`src/rtl/uart_pkg.sv`:
```
// Shared constants for the UART byte-buffer FIFO controllers.
package uart_pkg;

  localparam int UART_FIFO_WIDTH = 8;
  localparam int UART_FIFO_DEPTH = 16;

  // Occupancy width: one extra bit so a full RAM plus the output slot fits.
  function automatic int fifo_cnt_w(input int depth);
    return $clog2(depth) + 1;
  endfunction

  localparam int UART_FIFO_CNT_W = fifo_cnt_w(UART_FIFO_DEPTH);

endpackage

```
`src/rtl/uart_fifo_ctrl.sv`:
```
// FIFO controller for an external sync dual-port RAM (A write, B read) that
// presents the RAM's one-cycle read latency as a first-word-fall-through stream.
module uart_fifo_ctrl
  import uart_pkg::*;
#(
  parameter int  WIDTH = UART_FIFO_WIDTH,
  parameter int  DEPTH = UART_FIFO_DEPTH,
  localparam int AW    = $clog2(DEPTH),
  localparam int CW    = fifo_cnt_w(DEPTH)
) (
  input  logic             clk,
  input  logic             rst_n,
  input  logic             flush,
  input  logic             s_valid,
  output logic             s_ready,
  input  logic [WIDTH-1:0] s_data,
  output logic             m_valid,
  input  logic             m_ready,
  output logic [WIDTH-1:0] m_data,
  output logic [CW-1:0]    count,
  output logic             full,
  output logic             empty,
  output logic             ovf,
  output logic             ram_ena,
  output logic             ram_wea,
  output logic [AW-1:0]    ram_addra,
  output logic [WIDTH-1:0] ram_dina,
  output logic             ram_enb,
  output logic             ram_web,
  output logic [AW-1:0]    ram_addrb,
  input  logic [WIDTH-1:0] ram_doutb
);

  localparam logic [CW-1:0] FULL_CNT = CW'(DEPTH);

  logic [AW-1:0] wr_ptr_q, wr_ptr_d;
  logic [AW-1:0] rd_ptr_q, rd_ptr_d;
  logic [CW-1:0] mem_cnt_q, mem_cnt_d;
  logic          m_valid_q, m_valid_d;
  logic          ovf_q, ovf_d;
  logic          push, fetch;

  assign s_ready = (mem_cnt_q != FULL_CNT);
  assign push    = s_valid & s_ready & ~flush;
  // Refill the output slot when it is empty or being consumed this cycle.
  assign fetch   = (mem_cnt_q != '0) & (~m_valid_q | m_ready) & ~flush;

  always_comb begin
    wr_ptr_d  = wr_ptr_q;
    rd_ptr_d  = rd_ptr_q;
    mem_cnt_d = mem_cnt_q;
    m_valid_d = m_valid_q;
    ovf_d     = ovf_q;
    if (flush) begin
      wr_ptr_d  = '0;
      rd_ptr_d  = '0;
      mem_cnt_d = '0;
      m_valid_d = 1'b0;
      ovf_d     = 1'b0;
    end else begin
      if (push)  wr_ptr_d = wr_ptr_q + AW'(1);
      if (fetch) rd_ptr_d = rd_ptr_q + AW'(1);
      case ({push, fetch})
        2'b10:   mem_cnt_d = mem_cnt_q + CW'(1);
        2'b01:   mem_cnt_d = mem_cnt_q - CW'(1);
        default: mem_cnt_d = mem_cnt_q;
      endcase
      if (fetch)        m_valid_d = 1'b1;
      else if (m_ready) m_valid_d = 1'b0;
      if (s_valid & ~s_ready) ovf_d = 1'b1;
    end
  end

  always_ff @(posedge clk or negedge rst_n) begin
    if (!rst_n) begin
      wr_ptr_q  <= '0;
      rd_ptr_q  <= '0;
      mem_cnt_q <= '0;
      m_valid_q <= 1'b0;
      ovf_q     <= 1'b0;
    end else begin
      wr_ptr_q  <= wr_ptr_d;
      rd_ptr_q  <= rd_ptr_d;
      mem_cnt_q <= mem_cnt_d;
      m_valid_q <= m_valid_d;
      ovf_q     <= ovf_d;
    end
  end

  assign m_valid   = m_valid_q;
  assign empty     = ~m_valid_q;
  assign full      = ~s_ready;
  assign count     = mem_cnt_q + CW'(m_valid_q);
  assign ovf       = ovf_q;
  assign ram_ena   = push;
  assign ram_wea   = push;
  assign ram_addra = wr_ptr_q;
  assign ram_dina  = s_data;
  assign ram_enb   = fetch;
  assign ram_web   = 1'b0;
  assign ram_addrb = rd_ptr_q;
  // The RAM holds its output while ram_enb is low, keeping m_data stable.
  assign m_data    = ram_doutb;

endmodule
```
`config.mk`:
```
export PLATFORM = sky130hd
export DESIGN_NAME = uart_fifo_ctrl
export DESIGN_NICKNAME = d
export VERILOG_FILES = /design/src/rtl/uart_pkg.sv /design/src/rtl/uart_fifo_ctrl.sv
export SDC_FILE = /design/constraint.sdc
export NUM_CORES = 1
export LEC_CHECK = 0
export CAP_MARGIN = 20
export CORE_MARGIN = 2
export CORE_UTILIZATION = 39
export CTS_BUF_LIST = sky130_fd_sc_hd__clkbuf_8 sky130_fd_sc_hd__clkbuf_16
export DETAILED_ROUTE_END_ITERATION = 12
export HOLD_SLACK_MARGIN = 0.05
export PLACE_DENSITY = 0.75
export SLEW_MARGIN = 5
export SYNTH_ARGS = -nofsm -noshare
export SYNTH_HDL_FRONTEND = slang
export SYNTH_SLANG_ARGS = --single-unit
```
`constraint.sdc`:
```
create_clock -name clk -period 3.4 [get_ports clk]
set_input_delay 0.51 -clock clk [delete_from_list [all_inputs] [get_ports clk]]
set_output_delay 0.51 -clock clk [all_outputs]
set_load 0.02 [all_outputs]
```
==> run_results.csv <==
group,metric,value,unit
cells_and_area,final_cells,179,
cts,cts_buffer_depth,2,
cells_and_area,utilization,0.481,
cells_and_area,syn2layout_area_growth,18.4,%
cts,ctsHoldBuffers,0,
global_route,grt_pass1_vias,952,
placement,port_buffers,25,
placement,dp.cells,175,
critical_path,arrival,3110,ps
cells_and_area,regArea,375,µm²
route,dr.pass1.iters,4,
cells_and_area,fill_cells,304,
timing,relSlewSlack,0.540,
timing,hold_ws,503,ps
route,drt_iter0_markers,42,
cells_and_area,nets,176,
critical_path,worstPathMaxFanout,6,
timing,slew_violations,0,
synthesis,seq_area_frac_synth,0.308,
global_route,grt_pass1_wl,4340,µm
die,ioPinCount,59,
cts,worstSkewPairLatency,250,ps
cts,cts_root_buf,"clkbuf_8",
critical_path,end_kind,"register",
timing,final_hold_viol_count,0,
cts,clkSinkCount,15,
timing,rsz0062_at_grt,"false",
placement,dpl.hpwl,1980,µm
global_route,grt_use_total,0.160,
timing,max_freq,336,MHz
cells_and_area,drive_gt1_frac,0.130,
power_and_ir_drop,power,1.26,mW
cells_and_area,finish.instance_area,0.00144,mm²
die,die_w,59.9,µm
placement,place_ws,203,ps
synthesis,synth_compound_area_frac,0.142,
timing,setup_violations,0,
die,die-area,0.00359,mm²
route,wl_per_cell,14.0,µm
synthesis,synth-main-ff-cell,"dfrtp_1",
timing,finalSetupTns,0,ps
synthesis,synthTopCellsByArea,"dfrtp_1, buf_4, ha_1",
global_route,grt_max_degree,22,
power_and_ir_drop,seqPwrFrac,0.248,
timing,tightest_slew,688,ps
route,drt_wl_total,2510,µm
synthesis,synth_top_area_share,0.308,
synthesis,synthAdderAreaFrac,0.0882,
synthesis,yosys_warnings,0,
synthesis,syn_avg_cell_area,9.04,µm²
route,drc,0,
die,coreArea,0.00300,mm²
power_and_ir_drop,pwr-share-comb,0.632,
route,ant_nets,0,
synthesis,syn_area,0.00122,mm²
die,die_h,59.9,µm
cts,post_cts_buffers,0,
power_and_ir_drop,p_per_area,872,mW/mm²
placement,dpl_cell_area,0.00140,mm²
placement,place.gp.congestion,0.798,
cts,cts_resized,0,
power_and_ir_drop,clkPwrFrac,0.120,
cts,numCtsBuffers,3,
route,via_per_inst,5.35,
cts,cts_tree,"done",
synthesis,synth_top_cell_by_area,"dfrtp_1",
route,num_vias,957,
hold_path,hold_path.class,"register to register",
timing,worst_slack,427,ps
synthesis,synthCells,135,
timing,clock_skew,2.30,ps
synthesis,syn_nets,164,
synthesis,muxShareOfSynthArea,0.0533,
critical_path,worst_setup_path_start_kind,"register",
power_and_ir_drop,switchingPower,0.561,mW
synthesis,synth_top_family_by_area,"simple AND/OR/NAND/NOR gates",
power_and_ir_drop,p_leak,0.624,nW
die,initial_core_util,0.406,
run_status,status,"finished clean",
synthesis,synthSimpleGateAreaFrac,0.188,
synthesis,synth_cell_types,38,
flow_run,max_cap_viol_count,0,
power_and_ir_drop,p_sw_frac,0.445,
cts,h-tree-depth,1,
critical_path,required,3540,ps
timing,period_share,0.875,
critical_path,worstSetupPathType,"register to register",
global_route,antenna_found_initial,0,
synthesis,synth_edf_count,0,
cells_and_area,diodes,0,
cts,clkTransAtPathRegs,70,ps
die,rows,20,
timing,finalCriticalPeriod,2970,ps
synthesis,synth_seq_cells,15,
cells_and_area,multi_input_area,657,µm²
synthesis,async_flop_share,1.00,
power_and_ir_drop,peakVddDrop,0.244,mV
global_route,overflow,0,
synthesis,synthXorXnorAreaFrac,0.0646,
power_and_ir_drop,p_int,0.699,mW
## synth_stat cells (2+ instances only)
master / number
a211oi_1: 2
a21oi_1: 2
a311o_1: 2
a31oi_1: 2
buf_2: 3
buf_4: 18
clkbuf_1: 2
dfrtp_1: 15
ha_1: 7
inv_1: 7
mux2_4: 3
mux2i_1: 2
nand2_1: 7
nand2b_1: 4
nand3_1: 5
nor2_1: 19
nor2b_1: 2
nor4_1: 2
o211ai_1: 3
o21ai_0: 3
xnor2_1: 5
xor2_1: 4
## layout make-up
cell class / instances / share of cell area
timing repair buffer: 31 / 0.205
sequential: 15 / 0.260
tap: 33 / 0.0286
clock buffer: 3 / 0.0286
multi-input combinational: 89 / 0.455
inverter: 7 / 0.0182
clock inverter: 1 / 0.00520
## flip-flops by register name, summed over array words and instances, names as in the netlist
signal     flops
ovf            1
ram_addrb      4
mem_cnt_q      5
ram_addra      4
m_valid        1
## layout by cell type (no fill, tap or decap), types with 2 or more instances in the layout
cell | netlist | final
clkdlybuf4s50_1 | 0 | 25
nor2_1 | 19 | 19
dfrtp_1 | 15 | 15
inv_1 | 7 | 7
nand2_1 | 7 | 7
ha_1 | 7 | 7
buf_4 | 18 | 6
nand3_1 | 5 | 5
xnor2_1 | 5 | 5
nand2b_1 | 4 | 4
xor2_1 | 4 | 4
o21ai_0 | 3 | 3
mux2_4 | 3 | 3
o211ai_1 | 3 | 3
clkbuf_8 | 0 | 3
nor2b_1 | 2 | 2
mux2i_1 | 2 | 2
a21oi_1 | 2 | 2
a211oi_1 | 2 | 2
nor4_1 | 2 | 2
a311o_1 | 2 | 2
a31oi_1 | 2 | 2
## power groups by stage
stage               combinational [mW]  clock, mW  sequential, mW
global route                     0.869      0.162           0.324
floorplan                        0.542          0           0.317
detailed placement               0.797          0           0.316
CTS                              0.801      0.156           0.312
global placement                 0.776          0           0.312
finish                           0.796      0.151           0.312
## layer usage
layer | vias up | GRT usage | routed length, µm
met5 | - | 0 | 0
met4 | 0 | 0.0730 | 51
met3 | 9 | 0.0260 | 143
met2 | 31 | 0.276 | 1240
met1 | 452 | 0.192 | 1080
li1 | 465 | - | -
## cell families after synthesis
| logic type | count (synthesis) |
|---|---|
| other cells | 1 |
| fa+ha+maj | 8 |
| simple gates | 45 |
| mux | 5 |
| xor+xnor | 9 |
| buf+inv | 31 |
| compound gates | 21 |
| flops | 15 |
## critical path: stages, from the launching register on
cell and delay (ps):
dfrtp_1 460, or4_1 570, o21ai_0 320, nor3_1 120, buf_4 160, ha_1 320, nand2b_1 100, a21o_1 190
a311o_1 310, a311o_1 320
## worst paths after layout
path                               from           end  slack, ps  cells after the start
min in group asynchronous         rst_n       m_valid        670                      1
min reg2reg                         ovf           ovf        500                      2
max                        mem_cnt_q[0]  mem_cnt_q[4]        430                      9
max in group asynchronous         rst_n  mem_cnt_q[2]       2290                      1
min                                 ovf           ovf        500                      2
max reg2reg                mem_cnt_q[0]  mem_cnt_q[4]        430                      9
(Power assumes the default switching activity.)
